--- src/rtl/btn_pkg.sv ---
// Shared types and default timing for the push-button conditioner.
// Optional auto-repeat is enabled by defining BTN_AUTOREPEAT_EN.
package btn_pkg;

  typedef enum logic [1:0] {
    IDLE         = 2'd0,
    PRESS_WAIT   = 2'd1,
    HELD         = 2'd2,
    RELEASE_WAIT = 2'd3
  } btn_state_e;

  localparam int unsigned BTN_NEXT = 0;
  localparam int unsigned BTN_PRE  = 1;
  localparam int unsigned BTN_AUTO = 2;

  // Defaults for a 100 MHz sysclk
  localparam int unsigned DEF_NUM_BTN         = 3;
  localparam int unsigned DEF_DEBOUNCE_CYCLES = 1_000_000;
  localparam int unsigned DEF_REPEAT_DELAY    = 50_000_000;
  localparam int unsigned DEF_REPEAT_PERIOD   = 20_000_000;

  function automatic int unsigned max_u(input int unsigned a, input int unsigned b);
    return (a > b) ? a : b;
  endfunction

endpackage

--- src/rtl/btn_debounce_ch.sv ---
// One button channel: 2-flop synchroniser, debounce FSM and press/release pulses.
// Defining BTN_AUTOREPEAT_EN adds a hold-to-repeat counter (per-instance REPEAT_EN).
module btn_debounce_ch
  import btn_pkg::*;
#(
  parameter int unsigned DEBOUNCE_CYCLES = DEF_DEBOUNCE_CYCLES
`ifdef BTN_AUTOREPEAT_EN
  ,
  parameter bit          REPEAT_EN       = 1'b1,
  parameter int unsigned REPEAT_DELAY    = DEF_REPEAT_DELAY,
  parameter int unsigned REPEAT_PERIOD   = DEF_REPEAT_PERIOD
`endif
) (
  input  logic sysclk,
  input  logic rst_n,
  input  logic raw,
  output logic level,
  output logic pulse,
  output logic rls
);

  localparam int unsigned      CNT_W      = $clog2(DEBOUNCE_CYCLES + 1);
  localparam logic [CNT_W-1:0] CNT_LAST   = CNT_W'(DEBOUNCE_CYCLES - 1);
  // With a one-cycle debounce the first stable sample is accepted directly
  localparam bit               ACCEPT_NOW = (DEBOUNCE_CYCLES <= 1);

  logic             sync1_q;
  logic             s_q;
  btn_state_e       state_q, state_d;
  logic [CNT_W-1:0] cnt_q, cnt_d;
  logic             level_q, level_d;
  logic             pulse_q, pulse_d;
  logic             rls_q, rls_d;

  // Two-flop synchroniser; the FSM only ever sees s_q
  always_ff @(posedge sysclk or negedge rst_n) begin
    if (!rst_n) begin
      sync1_q <= 1'b0;
      s_q     <= 1'b0;
    end else begin
      sync1_q <= raw;
      s_q     <= sync1_q;
    end
  end

`ifdef BTN_AUTOREPEAT_EN
  localparam int unsigned REP_W = $clog2(max_u(REPEAT_DELAY, REPEAT_PERIOD) + 1);

  logic [REP_W-1:0] rep_q, rep_d;
  logic             rep_first_q, rep_first_d;
  logic             rep_fire_c;

  // Repeat timer runs only while stably held; any other state parks it at zero
  always_comb begin
    rep_d       = '0;
    rep_first_d = 1'b1;
    rep_fire_c  = 1'b0;
    if (REPEAT_EN && (state_q == HELD) && s_q) begin
      rep_first_d = rep_first_q;
      if (rep_q == REP_W'(rep_first_q ? (REPEAT_DELAY - 1) : (REPEAT_PERIOD - 1))) begin
        rep_fire_c  = 1'b1;
        rep_first_d = 1'b0;
      end else begin
        rep_d = rep_q + REP_W'(1);
      end
    end
  end

  always_ff @(posedge sysclk or negedge rst_n) begin
    if (!rst_n) begin
      rep_q       <= '0;
      rep_first_q <= 1'b1;
    end else begin
      rep_q       <= rep_d;
      rep_first_q <= rep_first_d;
    end
  end
`endif

  always_comb begin
    state_d = state_q;
    cnt_d   = cnt_q;
    level_d = level_q;
    pulse_d = 1'b0;
    rls_d   = 1'b0;
    unique case (state_q)
      IDLE: begin
        if (s_q) begin
          if (ACCEPT_NOW) begin
            state_d = HELD;
            cnt_d   = '0;
            level_d = 1'b1;
            pulse_d = 1'b1;
          end else begin
            state_d = PRESS_WAIT;
            cnt_d   = CNT_W'(1);
          end
        end
      end
      PRESS_WAIT: begin
        if (!s_q) begin
          state_d = IDLE;
          cnt_d   = '0;
        end else if (cnt_q == CNT_LAST) begin
          state_d = HELD;
          cnt_d   = '0;
          level_d = 1'b1;
          pulse_d = 1'b1;
        end else begin
          cnt_d = cnt_q + CNT_W'(1);
        end
      end
      HELD: begin
        if (!s_q) begin
          if (ACCEPT_NOW) begin
            state_d = IDLE;
            cnt_d   = '0;
            level_d = 1'b0;
            rls_d   = 1'b1;
          end else begin
            state_d = RELEASE_WAIT;
            cnt_d   = CNT_W'(1);
          end
        end
`ifdef BTN_AUTOREPEAT_EN
        else if (rep_fire_c) begin
          pulse_d = 1'b1;
        end
`endif
      end
      RELEASE_WAIT: begin
        if (s_q) begin
          state_d = HELD;
          cnt_d   = '0;
        end else if (cnt_q == CNT_LAST) begin
          state_d = IDLE;
          cnt_d   = '0;
          level_d = 1'b0;
          rls_d   = 1'b1;
        end else begin
          cnt_d = cnt_q + CNT_W'(1);
        end
      end
      default: begin
        state_d = IDLE;
        cnt_d   = '0;
        level_d = 1'b0;
      end
    endcase
  end

  always_ff @(posedge sysclk or negedge rst_n) begin
    if (!rst_n) begin
      state_q <= IDLE;
      cnt_q   <= '0;
      level_q <= 1'b0;
      pulse_q <= 1'b0;
      rls_q   <= 1'b0;
    end else begin
      state_q <= state_d;
      cnt_q   <= cnt_d;
      level_q <= level_d;
      pulse_q <= pulse_d;
      rls_q   <= rls_d;
    end
  end

  assign level = level_q;
  assign pulse = pulse_q;
  assign rls   = rls_q;

endmodule

--- src/rtl/btn_conditioner.sv ---
// Synchronises and debounces the Next/Pre/Auto buttons into clean levels and pulses.
// Define BTN_AUTOREPEAT_EN for hold-to-repeat on every channel except Auto.
module btn_conditioner
  import btn_pkg::*;
#(
  parameter int unsigned NUM_BTN         = DEF_NUM_BTN,
  parameter int unsigned DEBOUNCE_CYCLES = DEF_DEBOUNCE_CYCLES,
  parameter int unsigned REPEAT_DELAY    = DEF_REPEAT_DELAY,
  parameter int unsigned REPEAT_PERIOD   = DEF_REPEAT_PERIOD
) (
  input  logic               sysclk,
  input  logic               rst_n,
  input  logic [NUM_BTN-1:0] btn_raw,
  output logic [NUM_BTN-1:0] btn_level,
  output logic [NUM_BTN-1:0] btn_pulse,
  output logic [NUM_BTN-1:0] btn_release
);

  // Channels are fully independent; priority between them is resolved downstream
  for (genvar i = 0; i < int'(NUM_BTN); i++) begin : g_ch
    btn_debounce_ch #(
      .DEBOUNCE_CYCLES(DEBOUNCE_CYCLES)
`ifdef BTN_AUTOREPEAT_EN
      ,
      .REPEAT_EN      (i != int'(BTN_AUTO)),
      .REPEAT_DELAY   (REPEAT_DELAY),
      .REPEAT_PERIOD  (REPEAT_PERIOD)
`endif
    ) u_ch (
      .sysclk(sysclk),
      .rst_n (rst_n),
      .raw   (btn_raw[i]),
      .level (btn_level[i]),
      .pulse (btn_pulse[i]),
      .rls   (btn_release[i])
    );
  end

endmodule
--- config.mk ---
export PLATFORM = sky130hd
export DESIGN_NAME = btn_conditioner
export DESIGN_NICKNAME = d
export VERILOG_FILES = /design/src/rtl/btn_pkg.sv /design/src/rtl/btn_debounce_ch.sv /design/src/rtl/btn_conditioner.sv
export SDC_FILE = /design/constraint.sdc
export NUM_CORES = 1
export LEC_CHECK = 0
export BUFFER_PORTS_ARGS = -buffer_cell sky130_fd_sc_hd__buf_2
export CELL_PAD_IN_SITES_DETAIL_PLACEMENT = 0
export CELL_PAD_IN_SITES_GLOBAL_PLACEMENT = 1
export CORE_MARGIN = 3
export CORE_UTILIZATION = 52
export CTS_CLUSTER_DIAMETER = 30
export DETAILED_ROUTE_END_ITERATION = 12
export PLACE_DENSITY = 0.83
export SLEW_MARGIN = 5
export SYNTH_ARGS = -nofsm -noshare
export SYNTH_HDL_FRONTEND = slang
export SYNTH_SLANG_ARGS = --single-unit
export TNS_END_PERCENT = 10
--- constraint.sdc ---
create_clock -name sysclk -period 4.9 [get_ports sysclk]
set_clock_uncertainty 0.1 [all_clocks]
set_input_delay 0.49 -clock sysclk [delete_from_list [all_inputs] [get_ports sysclk]]
set_output_delay 0.49 -clock sysclk [all_outputs]
set_load 0.03 [all_outputs]
==> impl_metrics.py, run 1 <==
metrics = {
    "power_and_ir_drop": {
        "total_power_mw": 1.26,
        "clockPowerShare_pct": 36.8,
        "power_switching_mw": 0.352,
        "p_int_mw": 0.912,
        "combPwrFrac_pct": 6.7,
        "power.density_nw_per_um2": 286,
        "ir_worst_vdd_mv": 0.203,
        "leakagePower_nw": 1.88,
        "power_switching_share_pct": 27.8,
        "sequentialPowerShare_pct": 56.4,
    },
    "yosys": {
        "synth.most_common_cell": "dfrtp_1",
        "synth-edff-count": 0,
        "synthAdderAreaFrac_pct": 0.902,
        "synth-compound-area-share_pct": 20.9,
        "ys_warn_count": 0,
        "synth_top_area_share_pct": 48.7,
        "syn_inst": 456,
        "synth.area.mux_share_pct": 0.992,
        "ys_async_sr_fraction_pct": 100,
        "ys_top_cells_by_area": "dfrtp_1, a31oi_1, a21oi_1",
        "synth-seq-cells": 81,
        "synth_common_cells": "dfrtp_1, nand2_1, a21oi_1, a31oi_1, nor2_1",
        "synthFlopType": "dfrtp_1",
        "synth_xor_area_share_pct": 1.05,
        "synth_top_cell_by_area": "dfrtp_1",
        "avgSynthCellArea_sq_um": 9.13,
        "synth_nets": 464,
        "synth_top_family_by_area": "simple AND/OR/NAND/NOR gates",
        "synthSimpleGateAreaFrac_pct": 22.7,
        "yosysSeqAreaShare_pct": 48.7,
        "netlist_area_sq_um": 4160,
        "synth_cell_types": 54,
    },
    "global_routing": {
        "grtUsageMet1_pct": 27.5,
        "antenna_found_initial": 0,
        "overflow": 0,
        "busiest_layer": "met2",
        "grtUsageMet3_pct": 4.50,
        "grt_pass1_wl_microns": 14300,
        "met2_usage_pct": 30.8,
        "grt_max_degree": 82,
        "grt_pass1_vias": 3064,
        "track_usage_pct": 19.7,
    },
    "setup_path": {
        "r2r-end": "g_ch[1].u_ch.cnt_q[9]",
        "worst_r2r_startpoint": "g_ch[1].u_ch.cnt_q[0]",
        "required_ps": 5050,
        "crit_slowest_cell": "o311ai_0",
        "path_cells": "ha_1 -> and3_1 -> nand3_1 -> o311ai_0 -> o21a_1 -> mux2i_1",
        "critPathKind": "flip-flop to flip-flop",
        "cpPeakStageDelay_ps": 810,
        "cp-end-kind": "flip-flop",
        "cp_max_fo": 9,
        "worstPathArrival_ps": 2600,
        "rrSetupSlack_ps": 2450,
        "start_kind": "flip-flop",
        "reg2regPathDepth": 6,
        "crit_path_start": "g_ch[1].u_ch.cnt_q[0]",
    },
    "die": {
        "start_util_pct": 55.3,
        "ios": 14,
        "dieWidth_microns": 95.5,
        "dieArea_sq_um": 9110,
        "rows": 31,
        "fp.dieH_microns": 95.5,
        "core_sq_um": 7520,
    },
    "route": {
        "wl_microns": 8160,
        "avgRoutedWirePerCell_microns": 14.5,
        "drc": 0,
        "drt-pass1-iter-count": 4,
        "num_vias": 3381,
        "first_iter_violations": 142,
        "ant_nets": 0,
        "via_per_inst": 5.99,
    },
    "clock_tree": {
        "clock_sinks": 81,
        "cts_setup_buffers": 0,
        "cts_max_level": 3,
        "clock_latency_ps": 360,
        "cts_tree": "yes",
        "clk_pin_slew_ps": 90,
        "cts-root-buf": "clkbuf_8",
        "clockBufferDepth": 2,
        "cts_hold_buffers": 0,
        "cts_buffers": 9,
        "ctsResizeCount": 0,
    },
    "timing": {
        "min_period_ps": 2450,
        "setup_viol": 0,
        "drv_slew": 0,
        "post-route-period-util_pct": 50.1,
        "rsz0062_at_grt": "false",
        "max_freq_ghz": 0.408,
        "finalHoldViolations": 0,
        "relSlewSlack_pct": 33.8,
        "worst_slew_pin_slew_ps": 993,
        "tns_ps": 0,
    },
    "worst_hold_path": {
        "hold_depth": 1,
        "hold_class": "input port to flip-flop",
        "holdPathEnd": "g_ch[2].u_ch.sync1_q",
        "hold_start": "btn_raw[2]",
    },
    "job": {
        "maxCapViolCount": 0,
    },
    "layout": {
        "stdcell_count": 564,
        "nFillCells": 651,
        "n_antenna_cell": 0,
        "layout.nets": 468,
        "drive_above_1_share_pct": 8.60,
        "syn2layout_area_growth_pct": 6.28,
    },
    "place": {
        "portBuffers": 13,
        "place_hpwl_microns": 5420,
        "place_congestion": 0.817,
        "dp_cells": 548,
    },
    "run_status": {
        "status": "finished clean",
    },
}
[how the worst max path moves through the flow]
stage | end | slack [ps]
2_1_floorplan | g_ch[1].u_ch.cnt_q[16] | 2830
6_report | g_ch[1].u_ch.cnt_q[9] | 2450
5_1_grt | g_ch[1].u_ch.cnt_q[9] | 2260
3_3_place_gp | g_ch[0].u_ch.cnt_q[19] | 2510
3_5_place_dp | g_ch[1].u_ch.cnt_q[9] | 2470
4_1_cts | g_ch[0].u_ch.cnt_q[19] | 2470
[power groups by stage]
stage                     Sequential (mW)  Clock, mW  Combinational, mW
after floorplan                     0.721          0             0.0602
after global placement              0.726          0             0.0850
after detailed placement            0.726          0             0.0866
after CTS                           0.714      0.486             0.0865
after global routing                0.718      0.515             0.0984
final                               0.714      0.466             0.0851
[cell type report]
cell class	count	area [sq um]	share of cell area [%]
sequential	81	2030	45.8
inverter	18	67.6	1.53
timing repair buffer	15	82.6	1.87
multi-input combinational	335	1940	43.8
tap	99	124	2.80
clock inverter	7	60.1	1.36
clock buffer	9	124	2.80
[critical path, delay by kind of cell (launching register included)]
family / cells / cell delay (ps)
mux: 1 / 70
fa+ha+maj: 1 / 220
simple gates: 2 / 500
flops: 1 / 430
compound gates: 2 / 1040
[metrics by stage]
step | cell area (sq um) | hold slack [ps] | setup slack (ps) | util (%)
after detailed placement | 4240 | 239 | 2470 | 56.3
final | 4420 | 132 | 2450 | 58.8
after global placement | 4240 | 238 | 2510 | 56.3
after floorplan | 4160 | 94.4 | 2830 | -
after CTS | 4420 | 111 | 2470 | 58.8
after global routing | 4420 | 104 | 2260 | 58.8
[logic make-up after synthesis]
logic type | count (synthesis)
AO/OA/AOI/OAI | 137
XOR/XNOR | 5
adder cells (fa/ha/maj) | 3
buffers and inverters | 40
flip-flops | 81
multiplexers | 4
AND/OR/NAND/NOR | 186
[sequential cells by signal, summed over array words and instances, names as in the netlist, named ones only]
signal and flops:
g_ch.u_ch.rls 3, g_ch.u_ch.pulse 3, g_ch.u_ch.s_q 3, g_ch.u_ch.level 3, g_ch.u_ch.sync1_q 3, g_ch.u_ch.cnt_q 60
g_ch.u_ch.state_q 3
[per-layer routing]
metal	wire length (microns)	part of all wire, %
met2	3760	46
met1	4070	50
met4	63	0.77
met5	0	0
met3	264	3.2
[layout by cell type, fill, tap and decap left out, types with 12 or more instances in the layout]
cell type / instances
nor3_1: 12
buf_2: 12
inv_1: 18
dfrtp_1: 81
a31oi_1: 38
nand3_1: 30
nand2_1: 47
a21oi_1: 42
nor2_1: 37
o21ai_0: 21
Power figures use the tool's default switching activity.
==> inputs of run 2 (changes only) <==
--- a/config.mk
+++ b/config.mk
@@ -5,14 +5,15 @@
 export SDC_FILE = /design/constraint.sdc
 export NUM_CORES = 1
 export LEC_CHECK = 0
+export ABC_AREA = 1
 export BUFFER_PORTS_ARGS = -buffer_cell sky130_fd_sc_hd__buf_2
 export CELL_PAD_IN_SITES_DETAIL_PLACEMENT = 0
 export CELL_PAD_IN_SITES_GLOBAL_PLACEMENT = 1
 export CORE_MARGIN = 3
-export CORE_UTILIZATION = 52
+export CORE_UTILIZATION = 46
 export CTS_CLUSTER_DIAMETER = 30
 export DETAILED_ROUTE_END_ITERATION = 12
-export PLACE_DENSITY = 0.83
+export PLACE_DENSITY = 0.78
 export SLEW_MARGIN = 5
 export SYNTH_ARGS = -nofsm -noshare
 export SYNTH_HDL_FRONTEND = slang
==> constraint.sdc (replaced) <==
create_clock -name sysclk -period 2.3 [get_ports sysclk]
set_clock_uncertainty 0.1 [all_clocks]
set_input_delay 0.23 -clock sysclk [delete_from_list [all_inputs] [get_ports sysclk]]
set_output_delay 0.23 -clock sysclk [all_outputs]
set_load 0.03 [all_outputs]
==> run 2 against run 1 <==
Wire length rose by 31%. Flip-flop and latch count unchanged. Non-clock buffer count up 9. Total power rose to 2.7 times the previous value. First-iteration DRC count increased by 100%. Global-route usage increased by 0.47 points. Die area grew 27%. Sequential power up 130%. Critical path depth is the same.
==> impl_metrics.py, run 2 <==
metrics = {
    "place": {
        "dp_cells": 785,
        "dp_slack_ps": 417,
        "place_congestion": 0.849,
        "place_hpwl_microns": 7820,
        "portBuffers": 13,
    },
    "setup_path": {
        "path_buf_inv": 0,
        "rrSetupSlack_ps": 370,
        "worstPathArrival_ps": 2050,
        "cp-end-kind": "flip-flop",
        "path_cells": "ha_1 -> nand2_2 -> nor2_4 -> nand3_2 -> nand2_1 -> o21ai_0",
        "worst_r2r_startpoint": "g_ch[0].u_ch.cnt_q[1]",
        "cpPeakStageDelay_ps": 390,
        "required_ps": 2410,
        "r2r-end": "g_ch[0].u_ch.cnt_q[12]",
        "critPathKind": "flip-flop to flip-flop",
        "crit_slowest_cell": "dfrtp_1",
        "cp_max_fo": 12,
        "start_kind": "flip-flop",
        "reg2regPathDepth": 6,
        "critPathTopFamily": "simple AND/OR/NAND/NOR gates",
    },
    "die": {
        "dieWidth_microns": 107,
        "fp.dieH_microns": 107,
        "dieArea_sq_um": 11500,
        "core_sq_um": 9910,
        "start_util_pct": 47.8,
        "rows": 36,
        "ios": 14,
    },
    "worst_hold_path": {
        "hold_class": "flip-flop to flip-flop",
        "hold_start": "g_ch[2].u_ch.sync1_q",
        "hold_depth": 0,
        "holdPathEnd": "g_ch[2].u_ch.s_q",
    },
    "power_and_ir_drop": {
        "ir_worst_vdd_mv": 0.501,
        "power.density_nw_per_um2": 654,
        "leakagePower_nw": 2.28,
    },
    "layout": {
        "stdcell_count": 805,
        "largest_reg_flops": 60,
        "n_antenna_cell": 0,
        "regMostFlops": "g_ch.u_ch.cnt_q",
        "layout_common_cells": "nand2_1, dfrtp_1, nor2_1",
        "fin_util_pct": 51.9,
        "layout.nets": 675,
        "drive_above_1_share_pct": 10.3,
        "nFillCells": 991,
        "final_common_cell": "nand2_1",
        "syn2layout_area_growth_pct": 8.70,
    },
    "route": {
        "first_iter_violations": 290,
        "via_per_inst": 5.07,
        "drt-pass1-iter-count": 5,
        "wl_microns": 10700,
        "drc": 0,
        "avgRoutedWirePerCell_microns": 13.3,
        "ant_nets": 0,
        "num_vias": 4080,
    },
    "global_routing": {
        "grt_pass1_vias": 3915,
        "busiest_layer": "met2",
        "grtUsageMet3_pct": 3.00,
        "grt_max_degree": 41,
        "grt_pass1_wl_microns": 18700,
        "grtUsageMet1_pct": 28.5,
        "met2_usage_pct": 31.9,
        "overflow": 0,
        "antenna_found_initial": 0,
        "track_usage_pct": 20.2,
    },
    "yosys": {
        "synth-edff-count": 0,
        "synth-seq-cells": 81,
        "synth_nets": 659,
        "syn_inst": 651,
        "ys_top_cells_by_area": "dfrtp_1, nand2_1, nand3_1",
        "yosysSeqAreaShare_pct": 42.8,
        "avgSynthCellArea_sq_um": 7.27,
        "synth_cell_types": 36,
        "synth_top_cell_by_area": "dfrtp_1",
        "ys_warn_count": 0,
        "synthFlopType": "dfrtp_1",
        "synth_top_area_share_pct": 42.8,
        "netlist_area_sq_um": 4730,
        "synth.most_common_cell": "nand2_1",
        "synth_common_cells": "nand2_1, dfrtp_1, nor2_1, inv_1, nand3_1",
        "ys_async_sr_fraction_pct": 100,
    },
    "timing": {
        "setup_viol": 0,
        "relSlewSlack_pct": 63.6,
        "min_period_ps": 1930,
        "rsz0062_at_grt": "false",
        "setup_ws_ps": 368,
        "post-route-period-util_pct": 84.0,
        "finalHoldViolations": 0,
        "drv_slew": 0,
        "worst_slew_pin_slew_ps": 546,
        "tns_ps": 0,
        "max_freq_ghz": 0.518,
        "holdWs_ps": 255,
    },
    "clock_tree": {
        "clk_pin_slew_ps": 100,
        "clock_latency_ps": 360,
        "clock_sinks": 81,
        "ctsResizeCount": 0,
        "clockBufferDepth": 2,
        "cts-root-buf": "clkbuf_8",
        "cts_setup_buffers": 0,
        "cts_max_level": 3,
        "cts_tree": "yes",
        "cts_buffers": 9,
    },
    "job": {
        "maxCapViolCount": 0,
    },
    "run_status": {
        "status": "finished clean",
    },
}
==> run 2: cells by family (layout without fill, tap and decap cells) <==
kind of cell / Yosys count / count (layout) / share of synthesized area, %
adder cells (fa/ha/maj): 3 / 3 / 0.793
buffers and inverters: 93 / 114 / 8.49
AO/OA/AOI/OAI: 60 / 60 / 7.01
AND/OR/NAND/NOR: 394 / 394 / 37.2
XOR/XNOR: 20 / 20 / 3.70
flip-flops: 81 / 81 / 42.8
==> run 2: worst max path at each step <==
stage	from	end	slack, ps	cells past startpoint
after detailed placement	g_ch[0].u_ch.cnt_q[1]	g_ch[0].u_ch.cnt_q[12]	420	6
after CTS	g_ch[0].u_ch.cnt_q[1]	g_ch[0].u_ch.cnt_q[12]	380	6
final	g_ch[0].u_ch.cnt_q[1]	g_ch[0].u_ch.cnt_q[12]	370	6
after global placement	g_ch[0].u_ch.cnt_q[1]	g_ch[0].u_ch.cnt_q[12]	490	6
after global routing	g_ch[0].u_ch.cnt_q[1]	g_ch[0].u_ch.cnt_q[12]	220	6
after floorplan	g_ch[1].u_ch.cnt_q[0]	g_ch[1].u_ch.cnt_q[3]	770	8
==> run 2: final cells by class <==
type	instances	area (sq um)	area share [%]
well taps	133	166	3.23
clock buffers	9	124	2.41
inverters	74	279	5.42
repair buffers	24	160	3.11
multi-input cells	477	2300	44.8
clock inverters	7	83.8	1.63
flip-flops and latches	81	2030	39.4
==> run 2: layer usage <==
metal  wire [microns]  share of wire, %
met5                0                 0
met4              114               1.1
met3              318               3.0
met2             4920                46
met1             5370                50
==> run 2: power breakdown <==
group / internal [mW] / total, mW / switching, mW
clock: 0.525 / 1.13 / 0.600
sequential: 1.52 / 1.66 / 0.139
combinational: 0.181 / 0.582 / 0.402
==> run 2: per-stage QoR <==
stage	total power, mW	instance area, sq um
4_1_cts	3.41	5140
5_1_grt	3.56	5140
3_5_place_dp	2.26	4900
6_report	3.37	5140
2_1_floorplan	2.08	4730
3_3_place_gp	2.26	4900
==> run 2: repair_timing <==
| item | 4_1_cts | 5_1_grt |
|---|---|---|
| hold endpoints to repair | 40 | 0 |
| hold buffers | 4 | 0 |
| setup endpoints to repair | 0 | 0 |
